### config.mk
export PLATFORM = sky130hd
export DESIGN_NAME = uart_rx
export DESIGN_NICKNAME = d
export VERILOG_FILES = /design/src/rtl/uart_pkg.sv /design/src/rtl/uart_rx_sync.sv /design/src/rtl/uart_rx.sv
export SDC_FILE = /design/constraint.sdc
export NUM_CORES = 1
export LEC_CHECK = 0
export ABC_AREA = 1
export CAP_MARGIN = 0
export CORE_MARGIN = 2
export CORE_UTILIZATION = 55
export CTS_CLUSTER_DIAMETER = 50
export DETAILED_ROUTE_END_ITERATION = 10
export PLACE_DENSITY = 0.77
export SLEW_MARGIN = 20
export SYNTH_ARGS = -nofsm -noshare
export SYNTH_HDL_FRONTEND = slang
export SYNTH_HIERARCHICAL = 1
export SYNTH_SLANG_ARGS = --single-unit
### constraint.sdc
create_clock -name clk_100MHz -period 3.01 [get_ports clk_100MHz]
set_input_delay 0.903 -clock clk_100MHz [delete_from_list [all_inputs] [get_ports clk_100MHz]]
set_output_delay 0.903 -clock clk_100MHz [all_outputs]
set_load 0.1 [all_outputs]
### src/rtl/uart_pkg.sv
// -----------------------------------------------------------------------------
// uart_pkg
// Shared definitions for the board UART path (receiver today, transmitter and
// RX-side top later): frame geometry, default bit period, idle line level and
// the receive FSM state encoding.
// No ports (package).
// -----------------------------------------------------------------------------
package uart_pkg;

  // Frame geometry: 8 data bits, no parity, 1 stop bit.
  localparam int DATA_BITS = 8;

  // Default clock cycles per bit: 100 MHz / 115200 baud.
  localparam int BAUD_PER_DEF = 868;

  // A UART line rests high between frames.
  localparam logic LINE_IDLE = 1'b1;

  // Receive FSM state encoding.
  localparam logic [1:0] ST_IDLE  = 2'd0;
  localparam logic [1:0] ST_START = 2'd1;
  localparam logic [1:0] ST_DATA  = 2'd2;
  localparam logic [1:0] ST_STOP  = 2'd3;

  typedef logic [1:0]           rx_state_t;
  typedef logic [DATA_BITS-1:0] rx_byte_t;

endpackage

### src/rtl/uart_rx_sync.sv
// -----------------------------------------------------------------------------
// uart_rx_sync
// Two-flop synchronizer for an asynchronous input, followed by one more flop
// holding the previous synchronized value so the caller can detect edges.
// All flops reset to the idle line level so a released reset never looks like
// a falling edge.
// Ports:
//   i_clk    in   clock of the receiving domain
//   i_rst_n  in   asynchronous active-low reset
//   i_async  in   raw asynchronous input
//   o_sync   out  synchronized input
//   o_prev   out  synchronized input delayed by one clock
// -----------------------------------------------------------------------------
module uart_rx_sync
  import uart_pkg::*;
(
  input  logic i_clk,
  input  logic i_rst_n,
  input  logic i_async,
  output logic o_sync,
  output logic o_prev
);

  logic r_meta;
  logic r_sync;
  logic r_prev;

  // Metastability chain plus the edge-detect history flop.
  always_ff @(posedge i_clk or negedge i_rst_n) begin
    if (!i_rst_n) begin
      r_meta <= LINE_IDLE;
      r_sync <= LINE_IDLE;
      r_prev <= LINE_IDLE;
    end else begin
      r_meta <= i_async;
      r_sync <= r_meta;
      r_prev <= r_sync;
    end
  end

  assign o_sync = r_sync;
  assign o_prev = r_prev;

endmodule

### src/rtl/uart_rx.sv
// -----------------------------------------------------------------------------
// uart_rx
// 8N1 UART receiver. Detects the start edge on the synchronized line, samples
// the start bit at mid-bit, then data bits LSB first and the stop bit one bit
// period apart. Completed bytes are offered on a valid/ready interface.
// Ports:
//   clk_100MHz    in   system clock
//   nrst_i        in   asynchronous active-low reset
//   uartrx_ser_i  in   serial line, idle high, asynchronous
//   rx_data_o     out  received byte
//   rx_valid_o    out  rx_data_o holds an unconsumed byte
//   rx_ready_i    in   consumer takes the byte when high with rx_valid_o
//   frame_err_o   out  one-cycle pulse: stop bit sampled low
//   overrun_o     out  sticky: a completed byte was dropped (output full)
//   err_clr_i     in   clears overrun_o (a coincident new overrun wins)
// -----------------------------------------------------------------------------
module uart_rx
  import uart_pkg::*;
#(
  parameter int BAUD_PER = BAUD_PER_DEF
)(
  input  logic                 clk_100MHz,
  input  logic                 nrst_i,
  input  logic                 uartrx_ser_i,
  output logic [DATA_BITS-1:0] rx_data_o,
  output logic                 rx_valid_o,
  input  logic                 rx_ready_i,
  output logic                 frame_err_o,
  output logic                 overrun_o,
  input  logic                 err_clr_i
);

  localparam int CW = $clog2(BAUD_PER);
  localparam logic [CW-1:0] CNT_ONE   = CW'(1);
  localparam logic [CW-1:0] HALF_LAST = CW'(BAUD_PER / 2 - 1);
  localparam logic [CW-1:0] FULL_LAST = CW'(BAUD_PER - 1);
  localparam logic [2:0]    LAST_BIT  = 3'(DATA_BITS - 1);

  logic      w_rxs;
  logic      w_prev;
  logic      w_fall;

  rx_state_t r_state;
  logic [CW-1:0] r_cnt;
  logic [2:0]    r_bit;
  rx_byte_t  r_shift;
  logic      r_done;    // one-cycle strobe: good stop bit just sampled
  logic      r_ferr;
  rx_byte_t  r_data;
  logic      r_valid;
  logic      r_ovr;

  uart_rx_sync u_sync (
    .i_clk   (clk_100MHz),
    .i_rst_n (nrst_i),
    .i_async (uartrx_ser_i),
    .o_sync  (w_rxs),
    .o_prev  (w_prev)
  );

  // Needs a high-to-low transition, so a held-low break cannot retrigger.
  assign w_fall = w_prev & ~w_rxs;

  // Frame FSM: start detect, mid-bit sampling, shift register, stop check.
  always_ff @(posedge clk_100MHz or negedge nrst_i) begin
    if (!nrst_i) begin
      r_state <= ST_IDLE;
      r_cnt   <= '0;
      r_bit   <= 3'd0;
      r_shift <= '0;
      r_done  <= 1'b0;
      r_ferr  <= 1'b0;
    end else begin
      r_done <= 1'b0;
      r_ferr <= 1'b0;
      case (r_state)
        ST_IDLE: begin
          if (w_fall) begin
            r_state <= ST_START;
            r_cnt   <= '0;
          end
        end
        ST_START: begin
          if (r_cnt == HALF_LAST) begin
            r_cnt <= '0;
            // A line back high at mid start bit was only a glitch.
            if (w_rxs == 1'b0) begin
              r_state <= ST_DATA;
              r_bit   <= 3'd0;
            end else begin
              r_state <= ST_IDLE;
            end
          end else begin
            r_cnt <= r_cnt + CNT_ONE;
          end
        end
        ST_DATA: begin
          if (r_cnt == FULL_LAST) begin
            r_cnt   <= '0;
            r_shift <= {w_rxs, r_shift[DATA_BITS-1:1]};
            if (r_bit == LAST_BIT) begin
              r_state <= ST_STOP;
            end else begin
              r_bit <= r_bit + 3'd1;
            end
          end else begin
            r_cnt <= r_cnt + CNT_ONE;
          end
        end
        ST_STOP: begin
          if (r_cnt == FULL_LAST) begin
            // Leave mid stop bit so a start edge right after it is caught.
            r_cnt   <= '0;
            r_state <= ST_IDLE;
            if (w_rxs == 1'b1) begin
              r_done <= 1'b1;
            end else begin
              r_ferr <= 1'b1;
            end
          end else begin
            r_cnt <= r_cnt + CNT_ONE;
          end
        end
        default: begin
          r_state <= ST_IDLE;
          r_cnt   <= '0;
        end
      endcase
    end
  end

  // Output holding register and valid/ready handshake.
  always_ff @(posedge clk_100MHz or negedge nrst_i) begin
    if (!nrst_i) begin
      r_data  <= '0;
      r_valid <= 1'b0;
    end else if (r_done && (!r_valid || rx_ready_i)) begin
      // Slot free, or emptied by a transfer this very edge.
      r_data  <= r_shift;
      r_valid <= 1'b1;
    end else if (r_valid && rx_ready_i) begin
      r_valid <= 1'b0;
    end
  end

  // Sticky overrun flag; setting takes priority over a coincident clear.
  always_ff @(posedge clk_100MHz or negedge nrst_i) begin
    if (!nrst_i) begin
      r_ovr <= 1'b0;
    end else if (r_done && r_valid && !rx_ready_i) begin
      r_ovr <= 1'b1;
    end else if (err_clr_i) begin
      r_ovr <= 1'b0;
    end
  end

  assign rx_data_o   = r_data;
  assign rx_valid_o  = r_valid;
  assign frame_err_o = r_ferr;
  assign overrun_o   = r_ovr;

endmodule

; Yosys cells after proc, flatten, opt, wreduce, memory -nomap -nowiden
; Cells that the tools add are included.
[word_totals]
output_inout_bits = 11
in_bits = 5
ff_bits = 38
word_cells = 70
[op_classes]
muxes = 26
bitwise = 2
n_addsub = 2
n_eq_ne = 13
reduce_logical = 15
[ops]
columns = operator, n
row1 = 2-to-1 mux 10 bit, 3
row2 = case mux 10 bit (3 select lines), 1
row3 = "!= test 2 bit, second input constant", 7
row4 = 2-to-1 mux 2 bit, 6
row5 = 2-to-1 mux 3 bit, 4
row6 = "adder 10 x 1 -> 10 bit, second input constant", 1
row7 = "equality test 10 bit, second input constant", 1
row8 = "equality test 10 x 9 -> 1 bit, second input constant", 1
row9 = 2-to-1 mux 1 bit, 10
row10 = AND reduction 5 bit, 2
row11 = case mux 2 bit (4 select lines), 1
row12 = case mux 3 bit (2 select lines), 1
row13 = nonzero test 2 bit, 3
row14 = "equality test 2 bit, second input constant", 2
row15 = logical AND 1 bit, 4
row16 = "adder 3 x 1 -> 3 bit, second input constant", 1
row17 = "equality test 3 bit, second input constant", 1
row18 = "equality test 2 x 1 -> 1 bit, second input constant", 1
row19 = logical NOT 1 bit, 2
row20 = logical NOT 2 bit, 1
row21 = AND reduction 2 bit, 1
row22 = OR reduction 2 bit, 1
row23 = AND 1 bit, 1
row24 = logical OR 1 bit, 1
row25 = NOT 1 bit, 1

; Logic depth before layout (Yosys ltp)
; Gate-level depths: netlist of the first run.
[logic_depth]
ltp_word = 4
mapped_depth = 10
depth_no_buf = 10

; Modules after synthesis
; Netlist of the first run, hierarchy kept.
[by_module_without_submodules]
columns = module, area_per_inst_um2, cells_per_inst, seq_area_each_um2, instances
row1 = uart_rx, 1726.7, 202, 875.8, 1
row2 = uart_rx_sync, 78.8, 3, 78.8, 1

; Worst setup path before layout of the first run
; OpenSTA, ideal clock, no wires.
[synth_path]
path_kind = register to output
startpoint = register r_data[1] (netlist: rx_data_o[1])
endpoint = output rx_data_o[1]
n_path_buf = 0
required_ps = 2107
setup_slack_ps = 1209
arrival_ps = 898
stages_incl_launch_ff = 1
cell_sequence = dfrtp_1
[synth_rtl]
columns = item, line_no
row1 = "start, declared", uart_rx.sv:49  ; rx_byte_t r_data;
row2 = "start signal, assigned", uart_rx.sv:139  ; r_data <= r_shift;
row3 = "end, declared", uart_rx.sv:25  ; output logic [DATA_BITS-1:0] rx_data_o,
; No word-level cell between the ends.

; Worst setup path after layout of the first run
[layout_path]
startpoint = register r_data[7] (netlist: rx_data_o[7])
endpoint = output rx_data_o[7]
; No word-level cell between the ends.

==> results.ini, run 1 <==
[sta]
finalMaxSlewViolations = 0
fin_crit_ns = 1.93
rsz0062_at_grt = no
worstMarginPinSlew_ns = 0.464
finalSetupTns_ns = 0
fmax_ghz = 0.518
hold_viol_final = 0
slew_headroom_pct = 69.1
min_period_over_period_pct = 64.2
skew_ns = 0.00650
setup_viol = 0

[worst_setup_path]
crit_fanout = 2
cp_top_family = flip-flops
path_cells = buf_4
crit_buf_inv = 1
required_ns = 2.11
slowest_stage = dfrtp_1
crit_arrival_ns = 1.03
slowest_delay_ns = 0.38
crit_path_start_kind = register
criticalPathCategory = reg -> out
cp-end-kind = output port

[pwr]
power_density_nw_per_um2 = 628
vdd.ir_drop.worst_mv = 0.438
p_total_mw = 1.28
p_leak_nw = 0.969

[floorplanning]
ios = 16
initial_core_util_pct = 58.7
die_area_um2 = 3760
die_w_um = 61.3
coreArea_um2 = 3080
die-height_um = 61.3
rows = 20

[placement]
port_buffers = 15
dp.cells = 263
hpwl_um = 2350
place.gp.congestion = 0.886

[clocking]
numCtsBuffers = 5
clkLatencyLatePin_ns = 0.34
clock-sinks = 38
cts_setup_buffers = 0
cts_tree = built
cts_root_buf = clkbuf_4
cts_resized = 0
path_clk_slew_ns = 0.12
htreeDepth = 2
cts_hold_buf = 0
clock_path_buffers = 2

[synth]
async_flop_share_pct = 100
synth.avg_cell_area_um2 = 8.81
ys_ff_latch = 38
syn_nets = 214
ys.warnings.count = 6
netlist_area_um2 = 1810
ys.flop_type = dfrtp_1
synth-seq-area-share_pct = 52.9
synthesis.instances = 205
synth-edff-count = 0
ys_types = 28

[final_layout]
mostFrequentLayoutCells = nand2_1, dfrtp_1, inv_1, buf_4, o21ai_0
layout_commonest_cell = nand2_1
drive_above_1_share_pct = 22.0
diodes = 0
fin_nets = 235
fin_cells = 271
syn2layout_area_growth_pct = 13.0

[route]
drtIter0Drc = 56
dr.pass1.iters = 4
vias = 1366
wire_per_inst_um = 11.8
drcViolationCount = 0
viasPerCell = 5.04
wl_um = 3210
antenna_left = 0

[run_status]
status = finished, final reports clean

[global_routing]
grt_overflow = 0
antenna_found_initial = 0
grt_pass1_vias = 1409
grt_first_pass_wirelength_um = 5960
grt_max_degree = 39
grt_usage_pct = 21.6

[worst_hold_path]
hold_class = reg -> reg

[flow_run]
cap_violations = 0

-- flip-flops by register name (all words and copies together), names as in the netlist, named ones only --
signal         cells
r_cnt             10
r_shift            8
rx_data_o          8
r_bit              3
frame_err_o        1
overrun_o          1
r_done             1
r_state            1
rx_valid_o         1
u_sync/o_prev      1
u_sync/o_sync      1
u_sync/r_meta      1
-- routing by layer --
layer  global-route usage, %  share of wire, %
met3                    5.67               3.7
met1                    25.7                47
met5                       0                 0
met4                    6.52               1.4
met2                    38.0                48
-- through the flow --
step | setup WS [ns] | hold slack [ns] | util (%) | cell area (um^2)
floorplan | 1.21 | 0.345 | - | 1810
global placement | 0.802 | 0.348 | 64.2 | 1980
detailed placement | 0.741 | 0.347 | 64.2 | 1980
CTS | 1.08 | 0.369 | 66.3 | 2040
global route | 1.03 | 0.376 | 66.3 | 2040
finish | 1.08 | 0.367 | 66.3 | 2040
-- report_power, final --
part | internal [mW] | switching (mW) | leakage (nW)
logic | 0.128 | 0.242 | 0.425
clock network | 0.112 | 0.170 | 0.0343
registers | 0.566 | 0.0625 | 0.510
total | 0.806 | 0.474 | 0.969
-- cell type report --
class,instances,area [um^2]
fill,259,1040
sequential,38,955
multi-input combinational,134,717
timing repair buffer,16,130
inverter,31,119
tap,44,55.1
clock buffer,6,51.3
clock inverter,2,12.5
-- cell usage after synthesis (2+ instances only) --
library cell  count  area share (%)
dfstp_2           3             4.4
inv_2             3            0.62
xor2_1            2            0.97
nand2_2           5             1.7
nand2_1          56              12
o21ai_1           5             1.4
ha_1              4             2.8
inv_1            27             5.6
o22ai_1           4             1.4
dfrtp_1          35              49
nor2_1           10             2.1
nor2_2            6             2.1
nand3_1          10             2.8
o21ai_0          11             3.0
o21ai_2           8             3.9
a31oi_1           2            0.69
nand4_1           2            0.69
nor3_1            2            0.55
-- cells by family (layout without fill, tap and decap cells) --
family | Yosys count | in the layout | share of synthesized area [%]
compound gates | 30 | 30 | 10.4
xor+xnor | 3 | 3 | 1.46
fa+ha+maj | 4 | 4 | 2.77
buf+inv | 33 | 55 | 7.42
flops | 38 | 38 | 52.9
mux | 1 | 1 | 0.624
simple gates | 96 | 96 | 24.5
-- path summary, 6_finish.rpt --
kind | startpoint | to | slack [ns] | depth (start not counted)
max | rx_data_o[7] | rx_data_o[7] | 1.08 | 1
min | u_sync/r_meta | u_sync/o_sync | 0.37 | 0
max reg2reg | r_cnt[0] | r_shift[5] | 1.36 | 6
min reg2reg | u_sync/r_meta | u_sync/o_sync | 0.37 | 0
max in group asynchronous | nrst_i | u_sync/o_sync | 1.69 | 2
min in group asynchronous | nrst_i | rx_data_o[6] | 0.97 | 2
(Power assumes the default switching activity.)
==> inputs of run 2 (changes only) <==
CORE_UTILIZATION = 51   (was 55)
PLACE_DENSITY = 0.75   (was 0.77)
clock period = 1.7 ns   (was 3.01 ns; I/O delays follow)
==> run 2 against run 1 <==
Net effect:
- final cell count grew 2.2%
- via count shrank 0.29%
- wire length grew 2.3%
- total power grew 78%
- setup slack lost 0.92 ns
- sequential share of layout area shrank 3.5 points
- die area grew 7.3%
- clock-buffer cell count is the same
- design area grew 8.2%
==> results.ini, run 2 (synthesis gave the netlist of run 1 again) <==
[pwr]
power_frac_seq_pct = 48.6
power_density_nw_per_um2 = 1030
p_leak_nw = 1.01
p_total_mw = 2.28
vdd.ir_drop.worst_mv = 0.792
switching_share_pct = 37.4
p_int_mw = 1.43
p_comb_share_pct = 29.3
switchingPower_mw = 0.851
pwr-share-clk_pct = 22.1

[floorplanning]
coreArea_um2 = 3360
initial_core_util_pct = 53.7
die_w_um = 63.5
die-height_um = 63.5
ios = 16
rows = 21
die_area_um2 = 4030

[route]
wl_met1_um = 1540
drtIter0Drc = 50
wl_um = 3280
wire_per_inst_um = 11.8
vias = 1362
dr_wl_met3_um = 118
viasPerCell = 4.92
wl_met2_um = 1570
dr.pass1.iters = 4
antenna_left = 0
top_layer = met4
drcViolationCount = 0

[clocking]
clock_path_buffers = 2
cts_tree = built
cts_setup_buffers = 0
cts_hold_buf = 0
htreeDepth = 2
numCtsBuffers = 5
cts_root_buf = clkbuf_4
path_clk_slew_ns = 0.12
clock-sinks = 38
clkLatencyLatePin_ns = 0.35
cts_resized = 0

[sta]
finalMaxSlewViolations = 0
rsz0062_at_grt = no
hold_viol_final = 0
slew_headroom_pct = 67.2
setup_viol = 0
worstMarginPinSlew_ns = 0.493
fin_crit_ns = 1.54
fin_hold_ws_ns = 0.106
finalSetupTns_ns = 0
min_period_over_period_pct = 90.6
setup_slack_ns = 0.159
fmax_ghz = 0.649
skew_ns = 0.0134

[global_routing]
grt_overflow = 0
grt_pass1_vias = 1359
grt_max_degree = 23
antenna_found_initial = 0
grt_usage_pct = 18.8
grt_first_pass_wirelength_um = 5850

[final_layout]
design_area_um2 = 2210
post-route-util_pct = 65.6
top_register = r_cnt
largest_register_ffs = 10
syn2layout_area_growth_pct = 22.2
fin_cells = 277
drive_above_1_share_pct = 24.2
mostFrequentLayoutCells = nand2_1, dfrtp_1, inv_1, o21ai_0, buf_12
fin_nets = 239
diodes = 0
layout_commonest_cell = nand2_1

[placement]
pre_cts_ws_ns = 0.0775
dpl_cell_area_um2 = 2140
place.gp.congestion = 0.867
dp.cells = 269
port_buffers = 15
hpwl_um = 2470

[worst_setup_path]
path_cells = ha_1 -> nand2_1 -> nor2_2 -> nand2_1 -> nand2_2 -> nand2_4 -> inv_4 -> nand3b_1 -> nand2_1
slowest_stage = dfrtp_1
crit_path_start_kind = register
required_ns = 1.99
crit_fanout = 7
cpMostUsedCell = nand2_1
crit_buf_inv = 1
cp_top_family = simple AND/OR/NAND/NOR gates
cp-end-kind = register
slowest_delay_ns = 0.43
criticalPathCategory = reg -> reg
crit_arrival_ns = 1.83

[flow_run]
cap_violations = 0

[worst_hold_path]
hold_class = in -> async

[run_status]
status = finished, final reports clean

[run 2: cell types whose count changed in the layout (fill, tap and decap cells not counted), sizes merged]
cell / change
clkdlybuf4s50: -1
buf: +5
[run 2: power by group through the flow]
stage	clock network (mW)	logic, mW	registers, mW
6_report	0.504	0.668	1.11
5_1_grt	0.554	0.770	1.12
4_1_cts	0.524	0.674	1.11
3_5_place_dp	0	0.672	1.12
3_3_place_gp	0	0.650	1.12
2_1_floorplan	0	0.521	1.11
[run 2: path summary, 6_finish.rpt]
path	from	end	slack, ns	cells after the start
min in group clk_100MHz	u_sync/r_meta	u_sync/o_sync	0.36	0
max in group asynchronous	nrst_i	rx_data_o[4]	1.06	2
setup reg to reg	r_cnt[0]	register	0.16	9
hold / removal	nrst_i	r_done	0.11	1
hold reg to reg	u_sync/r_meta	u_sync/o_sync	0.36	0
setup / recovery	r_cnt[0]	register	0.16	9
[run 2: cell type report]
cell class	instances	area (um^2)
Timing Repair Buffer	20	293
Tap cell	46	57.6
Multi-Input combinational cell	134	717
Clock buffer	6	51.3
Inverter	31	119
Sequential cell	38	956
Clock inverter	2	12.5
Fill cell	296	1160
[run 2: per-layer routing]
| metal | global-route usage [%] | vias up |
|---|---|---|
| li1 | - | 701 |
| met1 | 22.6 | 631 |
| met2 | 31.7 | 25 |
| met3 | 5.36 | 5 |
| met4 | 7.34 | 0 |
| met5 | 0 | - |
==> inputs of run 3 (changes only) <==
CTS_BUF_LIST = sky130_fd_sc_hd__clkbuf_16   (was not set)
==> run 3 against run 2 <==
Net effect:
- global-route usage increased by 0.64 points
- clock skew fell by 0.0096 ns
- wire length grew 3.6%
- worst hold slack better by 0.081 ns
- design area rose by 3.6%
- first-iteration DRC count grew 8.0%
- setup slack better by 0.031 ns
- sequential share of layout area down 1.5 points
- core utilization grew 2.4 points
==> results.ini, run 3 (synthesis gave the netlist of run 1 again) <==
[final_layout]
post-route-util_pct = 68.0
fillers = 291
mostFrequentLayoutCells = nand2_1, dfrtp_1, inv_1, o21ai_0, buf_12
drive_above_1_share_pct = 24.2
diodes = 0
largest_register_ffs = 10
fin_nets = 239
syn2layout_area_growth_pct = 26.6
layout_commonest_cell = nand2_1
top_register = r_cnt

[worst_setup_path]
required_ns = 1.92
cp_top_family = simple AND/OR/NAND/NOR gates
slowest_delay_ns = 0.41
slowest_stage = dfrtp_1
cpMostUsedCell = nand2_1
crit_path_start_kind = register
criticalPathCategory = reg -> reg
cp-end-kind = register
crit_fanout = 7
crit_arrival_ns = 1.73
path_cells = ha_2 -> nand2_1 -> nor2_2 -> nand2_1 -> nand2_2 -> nand2_4 -> inv_4 -> nand3b_1 -> nand2_1
crit_buf_inv = 1

[route]
drtIter0Drc = 54
vias = 1372
viasPerCell = 4.95
wire_per_inst_um = 12.3
dr.pass1.iters = 4
drcViolationCount = 0
wl_um = 3400
antenna_left = 0

[sta]
finalMaxSlewViolations = 0
min_period_over_period_pct = 88.8
finalSetupTns_ns = 0
slew_headroom_pct = 68.4
worstMarginPinSlew_ns = 0.475
fin_crit_ns = 1.51
setup_viol = 0
fmax_ghz = 0.662
hold_viol_final = 0
skew_ns = 0.00376
rsz0062_at_grt = no

[global_routing]
grt_overflow = 0
grt_usage_pct = 19.4
antenna_found_initial = 0
grt_first_pass_wirelength_um = 6040
grt_pass1_vias = 1393
grt_max_degree = 23

[floorplanning]
die_area_um2 = 4030
die_w_um = 63.5
die-height_um = 63.5
ios = 16
rows = 21
initial_core_util_pct = 53.7
coreArea_um2 = 3360

[clocking]
path_clk_slew_ns = 0.06
clkLatencyLatePin_ns = 0.28
cts_hold_buf = 0
cts_tree = built
cts_root_buf = clkbuf_16
htreeDepth = 2
clock_path_buffers = 2
cts_resized = 0
clock-sinks = 38
cts_setup_buffers = 0
numCtsBuffers = 5

[placement]
place.gp.congestion = 0.867
hpwl_um = 2470
port_buffers = 15

[worst_hold_path]
hold_class = in -> async

[pwr]
p_leak_nw = 1.04
power_density_nw_per_um2 = 1160
vdd.ir_drop.worst_mv = 0.925
p_total_mw = 2.66

[flow_run]
cap_violations = 0

[run_status]
status = finished, final reports clean

-- run 3: cell count changes in the layout (fill, tap and decap cells not counted) --
cell / previous run / this run
clkbuf_16: 0 / 5
clkbuf_4: 5 / 0
clkbuf_8: 1 / 0
clkinv_1: 0 / 1
ha_1: 4 / 3
ha_2: 0 / 1
-- run 3: area by class of cell --
class / count / area [um^2] / share of cell area [%]
Multi-Input combinational cell: 134 / 719 / 31.5
Sequential cell: 38 / 956 / 41.8
Clock inverter: 3 / 16.3 / 0.712
Tap cell: 46 / 57.6 / 2.52
Clock buffer: 5 / 125 / 5.47
Inverter: 31 / 119 / 5.20
Timing Repair Buffer: 20 / 293 / 12.8
-- run 3: final timing paths --
check | from | to | slack [ns] | depth (start not counted)
min reg2reg | u_sync/r_meta | u_sync/o_sync | 0.36 | 0
min in group clk_100MHz | u_sync/r_meta | u_sync/o_sync | 0.36 | 0
max | r_cnt[0] | register | 0.19 | 9
min | nrst_i | r_done | 0.19 | 1
max reg2reg | r_cnt[0] | register | 0.19 | 9
max in group asynchronous | nrst_i | rx_data_o[4] | 1.00 | 2
-- run 3: routing by layer --
metal / vias up / GRT usage [%] / routed length [um]
met5: - / 0 / 0
met4: 0 / 9.24 / 64
met3: 6 / 4.29 / 124
met2: 26 / 32.1 / 1710
met1: 641 / 24.1 / 1500
li1: 699 / - / -
-- run 3: through the flow --
| stage | hold slack (ns) | worst slack (ns) | std cells | area (um^2) |
|---|---|---|---|---|
| after global placement | 0.346 | 0.0882 | 269 | 2140 |
| after global routing | 0.229 | 0.0249 | 277 | 2290 |
| after detailed placement | 0.347 | 0.0775 | 269 | 2140 |
| after CTS | 0.206 | 0.146 | 277 | 2280 |
| final | 0.187 | 0.190 | 277 | 2290 |
| after floorplan | 0.214 | 0.259 | 205 | 1810 |
-- run 3: where the power goes --
| part | internal (mW) | switching (mW) |
|---|---|---|
| Clock | 0.534 | 0.342 |
| Combinational | 0.229 | 0.446 |
| Sequential | 1.00 | 0.106 |
